===== src/rtl/add_seq_ctrl_pkg.sv =====
// add_seq_ctrl_pkg: shared constants and types for the sequential adder.
//   SLICE_W  width of the single reused adder slice
//   state_e  controller state encoding (IDLE/RUN/DONE; 2'd3 is unused and
//            recovers to IDLE)
// Optional feature macro used by the block: ADD_SEQ_SUB_EN (subtract support).
package add_seq_ctrl_pkg;

  localparam int SLICE_W = 4;

  typedef enum logic [1:0] {
    ST_IDLE = 2'd0,
    ST_RUN  = 2'd1,
    ST_DONE = 2'd2
  } state_e;

endpackage


===== src/rtl/add_seq_ctrl_if.sv =====
// add_seq_ctrl_if: operand request / result response bundle.
//   start_valid/start_ready  operand handshake (producer -> block)
//   a, b, c_in               operands, sampled on the start handshake
//   sub                      subtract select (only with ADD_SEQ_SUB_EN)
//   done_valid/done_ready    result handshake (block -> consumer)
//   sum, c_out               result, stable while done_valid
// Modports: master = producer/consumer side, slave = add_seq_ctrl.
interface add_seq_ctrl_if #(parameter int WORDS = 4);
  import add_seq_ctrl_pkg::*;

  localparam int WIDTH = SLICE_W * WORDS;

  logic             start_valid;
  logic             start_ready;
  logic [WIDTH-1:0] a;
  logic [WIDTH-1:0] b;
  logic             c_in;
`ifdef ADD_SEQ_SUB_EN
  logic             sub;
`endif
  logic             done_valid;
  logic             done_ready;
  logic [WIDTH-1:0] sum;
  logic             c_out;

  modport master (
    output start_valid, a, b, c_in,
`ifdef ADD_SEQ_SUB_EN
    output sub,
`endif
    output done_ready,
    input  start_ready, done_valid, sum, c_out
  );

  modport slave (
    input  start_valid, a, b, c_in,
`ifdef ADD_SEQ_SUB_EN
    input  sub,
`endif
    input  done_ready,
    output start_ready, done_valid, sum, c_out
  );

endinterface


===== src/rtl/add_seq_ctrl_slice.sv =====
// add4_slice: SLICE_W-bit ripple-carry adder, the only arithmetic in the block.
//   a, b   slice operands
//   c_in   carry into bit 0
//   sum    slice sum
//   c_out  carry out of the top bit
module add4_slice
  import add_seq_ctrl_pkg::*;
(
  input  logic [SLICE_W-1:0] a,
  input  logic [SLICE_W-1:0] b,
  input  logic               c_in,
  output logic [SLICE_W-1:0] sum,
  output logic               c_out
);

  logic [SLICE_W:0] c;

  assign c[0] = c_in;

  for (genvar i = 0; i < SLICE_W; i++) begin : g_fa
    assign sum[i]  = a[i] ^ b[i] ^ c[i];
    assign c[i+1]  = (a[i] & b[i]) | (c[i] & (a[i] ^ b[i]));
  end

  assign c_out = c[SLICE_W];

endmodule


===== src/rtl/add_seq_ctrl.sv =====
// add_seq_ctrl: WORDS*4-bit adder built from one 4-bit slice reused over
// WORDS cycles; the inter-slice carry lives in a flop.
//   clk    clock, rising edge
//   rst    synchronous active-high reset (aborts any operation)
//   io     add_seq_ctrl_if.slave: operand handshake in, result handshake out
//   busy   high whenever the controller is not IDLE
// Parameter WORDS (2..16): slices per operand, WIDTH = 4*WORDS.
// Macro ADD_SEQ_SUB_EN: adds io.sub; sub=1 computes A-B by latching ~B with
// carry forced to 1, so c_out=1 means no borrow.
module add_seq_ctrl
  import add_seq_ctrl_pkg::*;
#(
  parameter int WORDS = 4
) (
  input  logic          clk,
  input  logic          rst,
  add_seq_ctrl_if.slave io,
  output logic          busy
);

  localparam int IW = (WORDS > 1) ? $clog2(WORDS) : 1;
  localparam logic [IW-1:0] LAST = IW'(WORDS - 1);

  typedef logic [SLICE_W-1:0] nib_t;

  state_e          state;
  logic [IW-1:0]   idx;
  logic            carry;
  nib_t [WORDS-1:0] a_q;
  nib_t [WORDS-1:0] b_q;
  nib_t [WORDS-1:0] sum_q;
  logic            c_out_q;
  logic            start_ready_q;
  logic            done_valid_q;
  logic            busy_q;

  nib_t            slice_s;
  logic            slice_co;

  // Operand mux by idx; the result is demuxed back into sum_q[idx] below.
  add4_slice u_slice (
    .a     (a_q[idx]),
    .b     (b_q[idx]),
    .c_in  (carry),
    .sum   (slice_s),
    .c_out (slice_co)
  );

  always_ff @(posedge clk) begin
    if (rst) begin
      state         <= ST_IDLE;
      idx           <= '0;
      carry         <= 1'b0;
      a_q           <= '0;
      b_q           <= '0;
      sum_q         <= '0;
      c_out_q       <= 1'b0;
      start_ready_q <= 1'b1;
      done_valid_q  <= 1'b0;
      busy_q        <= 1'b0;
    end else begin
      case (state)
        ST_IDLE: begin
          if (io.start_valid) begin
            a_q           <= io.a;
`ifdef ADD_SEQ_SUB_EN
            // Two's complement subtract: A + ~B + 1.
            b_q           <= io.sub ? ~io.b : io.b;
            carry         <= io.sub | io.c_in;
`else
            b_q           <= io.b;
            carry         <= io.c_in;
`endif
            idx           <= '0;
            sum_q         <= '0;
            c_out_q       <= 1'b0;
            start_ready_q <= 1'b0;
            busy_q        <= 1'b1;
            state         <= ST_RUN;
          end
        end
        ST_RUN: begin
          sum_q[idx] <= slice_s;
          carry      <= slice_co;
          if (idx == LAST) begin
            c_out_q      <= slice_co;
            done_valid_q <= 1'b1;
            state        <= ST_DONE;
          end else begin
            idx <= idx + 1'b1;
          end
        end
        ST_DONE: begin
          // start_ready rises together with the return to IDLE, so the
          // earliest new accept is the edge after this one.
          if (io.done_ready) begin
            done_valid_q  <= 1'b0;
            start_ready_q <= 1'b1;
            busy_q        <= 1'b0;
            state         <= ST_IDLE;
          end
        end
        default: begin
          done_valid_q  <= 1'b0;
          start_ready_q <= 1'b1;
          busy_q        <= 1'b0;
          state         <= ST_IDLE;
        end
      endcase
    end
  end

  assign io.start_ready = start_ready_q;
  assign io.done_valid  = done_valid_q;
  assign io.sum         = sum_q;
  assign io.c_out       = c_out_q;
  assign busy           = busy_q;

endmodule


===== src/flat_wrapper.sv =====
// flat-port wrapper written by rule: the top's interface ports become plain ports
module add_seq_ctrl_flat import add_seq_ctrl_pkg::*;
#(
  parameter int WORDS = 4
)
  (clk, rst, busy, io_start_valid, io_a, io_b, io_c_in, io_done_ready, io_start_ready, io_done_valid, io_sum, io_c_out);
  add_seq_ctrl_if #(.WORDS(WORDS)) io_i ();
  input  logic clk;
  input  logic rst;
  output logic busy;
  input wire logic [$bits(io_i.start_valid)-1:0] io_start_valid;
  input wire logic [$bits(io_i.a)-1:0] io_a;
  input wire logic [$bits(io_i.b)-1:0] io_b;
  input wire logic [$bits(io_i.c_in)-1:0] io_c_in;
  input wire logic [$bits(io_i.done_ready)-1:0] io_done_ready;
  output wire logic [$bits(io_i.start_ready)-1:0] io_start_ready;
  output wire logic [$bits(io_i.done_valid)-1:0] io_done_valid;
  output wire logic [$bits(io_i.sum)-1:0] io_sum;
  output wire logic [$bits(io_i.c_out)-1:0] io_c_out;
  assign io_i.start_valid = io_start_valid;
  assign io_i.a = io_a;
  assign io_i.b = io_b;
  assign io_i.c_in = io_c_in;
  assign io_i.done_ready = io_done_ready;
  assign io_start_ready = io_i.start_ready;
  assign io_done_valid = io_i.done_valid;
  assign io_sum = io_i.sum;
  assign io_c_out = io_i.c_out;
  add_seq_ctrl #(.WORDS(WORDS)) u_core (.clk(clk), .rst(rst), .io(io_i), .busy(busy));
endmodule

===== config.mk =====
export PLATFORM = sky130hd
export DESIGN_NAME = add_seq_ctrl_flat
export DESIGN_NICKNAME = d
export VERILOG_FILES = /design/src/rtl/add_seq_ctrl_pkg.sv /design/src/rtl/add_seq_ctrl_if.sv /design/src/rtl/add_seq_ctrl_slice.sv /design/src/rtl/add_seq_ctrl.sv /design/src/flat_wrapper.sv
export SDC_FILE = /design/constraint.sdc
export NUM_CORES = 1
export LEC_CHECK = 0
export ABC_AREA = 1
export BUFFER_PORTS_ARGS = -buffer_cell sky130_fd_sc_hd__buf_2
export CORE_UTILIZATION = 57
export DETAILED_ROUTE_END_ITERATION = 10
export PLACE_DENSITY_LB_ADDON = 0.12
export SLEW_MARGIN = 20
export SYNTH_ARGS = -nofsm -noshare
export SYNTH_HDL_FRONTEND = slang
export SYNTH_SLANG_ARGS = --single-unit

===== constraint.sdc =====
create_clock -name clk -period 4.9 [get_ports clk]
set_clock_uncertainty 0.2 [all_clocks]
set_input_delay 0.735 -clock clk [delete_from_list [all_inputs] [get_ports clk]]
set_output_delay 0.735 -clock clk [all_outputs]
set_load 0.1 [all_outputs]

==> results.toml <==
[critical_path]
cp.arrival_ps = 3580
cp_max_fo = 23
path_depth = 13
crit_chain = "inv_1 > nor2_1 > nor2_1 > a21oi_1 > fa_1 > inv_1 > fa_1 > inv_1 > fa_1 > inv_1 > fa_1 > nand2_1 > a21oi_1"
r2r_cells = 13
path_buf_inv = 4
slowest_delay_ps = 750
worst_ep_required_time_ps = 4960
startpoint_type = "flip-flop"
cpLargestDelayFamily = "adder cells"
worstSetupEndpointType = "flip-flop"
crit_slowest_cell = "dfxtp_1"
path_class = "reg2reg"

[routing]
drt_pass1_iterations = 5
vias = 2273
wire_per_inst_um = 12.1
drt_iter0_drc = 174
ant_nets = 0
remaining_drc_errors = 0
viasPerCell = 5.21
finalWirelength_mm = 5.27

[timing]
tns_ps = 0
fmax_mhz = 284
fin_crit_ps = 3520
slew_violations = 0
tightestPinTransition_ps = 875
relSlewSlack = 0.416
setup_viol = 0
rsz0062_at_grt = "false"
finalCritPeriodShare = 0.718
final-hold-violation-count = 0

[yosys]
ys_seq_elements = 57
async_flop_share = 0
synth-edff-count = 0
syn_area_um2 = 2510
syn_inst = 335
yosysUniqueCellTypes = 24
syn_avg_cell_area_um2 = 7.51
yosysWarnings = 0
synth_largest_area_cell = "dfxtp_1"
netlist_top_cells_count = "nor2_1, dfxtp_1, o21ai_0"
ys_seq_area_frac = 0.454
synth_nets = 380
synth_top_area_share = 0.454
synth_area_leaders = "dfxtp_1, nor2_1, o21ai_0"
yosysMostFrequentCell = "nor2_1"
ys.flop_type = "dfxtp_1"

[cts]
clk_latency_ps = 330
clock_path_buffers = 2
clk_pin_slew_ps = 60
clock-sinks = 57
cts-htree-levels = 3
postCtsSetupBuffers = 0
cts_tree = "yes"
cts_resized = 0
ctsHoldBuffers = 0
root_buffer = "clkbuf_8"
numCtsBuffers = 9

[power]
ir_drop_uv = 201
p_int_uw = 777
p_clk_frac = 0.339
p_sw_frac = 0.310
combPwrFrac = 0.198
p_sw_uw = 349
p_total_mw = 1.13
p_leak_nw = 1.34
p_per_area_nw_per_um2 = 385
pwr-share-seq = 0.462

[run_status]
status = "finished clean"

[floorplanning]
row_count = 23
die_w_um = 68.4
die_h_um = 68.4
io_pins = 57
core_um2 = 4120
dieArea_um2 = 4680
start_util = 0.611

[global_routing]
grt_use_total = 0.255
overflow = 0
grt_max_degree = 52
grt_pass1_wl_mm = 8.58
antenna_found_initial = 0
grt_pass1_vias = 1889

[worst_hold_path]
hold_path.class = "reg2reg"
hold_path_depth = 2

[finish]
nFillCells = 354
fin_area_um2 = 2930
drive_gt1_frac = 0.199
stdcell_count = 436
multi_input_area_um2 = 1190
seq_area_um2 = 1140
syn_to_final_growth_pct = 16.5
post-route-util = 0.712
finalNetCount = 429
diodes = 0

[place]
dp_cells = 423
hpwlAfterDp_mm = 3.49
placed_area_um2 = 2760
routabilityCongestion = 0.814
port_buffers = 56

[flow_run]
drv_cap = 0
-- state kept, by name (all words and copies together), names as in the netlist, 2 cells and up --
| name | flops |
|---|---|
| u_core.a_q | 16 |
| u_core.b_q | 16 |
| u_core.idx | 2 |
| u_core.io.sum | 16 |
| u_core.state | 2 |
-- per-stage QoR --
stage | hold slack [ps] | setup WS (ps)
floorplan | 249 | 2090
global placement | 228 | 1620
detailed placement | 233 | 1420
CTS | 242 | 1400
global route | 291 | 1070
finish | 236 | 1380
-- final cells by class --
type	instances	share of cell area
clock buffers	13	0.0577
inverters	21	0.0278
multi-input cells	239	0.408
flip-flops and latches	57	0.390
well taps	50	0.0214
repair buffers	56	0.0957
-- routing by layer --
| layer | track usage | part of all wire | up-vias |
|---|---|---|---|
| li1 | - | - | 1191 |
| met3 | 0.0550 | 0.044 | 7 |
| met1 | 0.310 | 0.46 | 1007 |
| met5 | 0 | 0 | - |
| met2 | 0.419 | 0.48 | 68 |
| met4 | 0.133 | 0.014 | 0 |
-- cells in the final DEF (no fill, tap or decap) --
cell,synthesis,final
clkbuf_1,6,1
nand3_4,1,1
a21oi_1,24,24
inv_1,19,19
clkbuf_8,0,12
o22ai_1,4,4
nand3_2,3,3
nor2_8,1,1
a21boi_1,1,1
fa_1,4,4
nor2_2,1,1
dfxtp_1,57,57
nor2_1,91,91
ha_1,4,4
nand3b_1,1,1
inv_4,1,1
nand2_2,1,1
o21ai_0,50,50
nand3_1,21,21
nand2_4,1,1
nand2_1,31,31
clkinv_1,1,1
buf_2,4,56
-- worst reg2reg max path, cell delays in order, from the launching register on --
cell,delay [ps]
dfxtp_1,750
inv_1,410
nor2_1,170
nor2_1,60
a21oi_1,180
fa_1,220
inv_1,60
fa_1,350
inv_1,80
fa_1,160
inv_1,50
fa_1,550
nand2_1,70
a21oi_1,130
-- cell families (layout without fill, tap and decap cells) --
logic type / after synthesis / count (layout) / synth area share
and+or+nand+nor: 152 / 152 / 0.263
adders and majority gates: 8 / 8 / 0.0517
buffers and inverters: 39 / 90 / 0.0711
DFF: 57 / 57 / 0.454
AOI/OAI and AO/OA: 79 / 79 / 0.160
-- power groups by stage --
stage / registers, mW / logic (mW) / clock network (mW)
global placement: 0.530 / 0.218 / 0
finish: 0.521 / 0.223 / 0.382
detailed placement: 0.530 / 0.222 / 0
floorplan: 0.574 / 0.129 / 0
CTS: 0.521 / 0.225 / 0.387
global route: 0.525 / 0.251 / 0.408
-- worst paths after layout --
kind	start	to	slack, ps
worst max-delay path	u_core.idx[0]	u_core.io.sum[3]	1380
worst min-delay path	u_core.io.done_valid	u_core.io.done_valid	240
worst max register to register	u_core.idx[0]	u_core.io.sum[3]	1380
worst min register to register	u_core.io.done_valid	u_core.io.done_valid	240
Power figures use the tool's default switching activity.
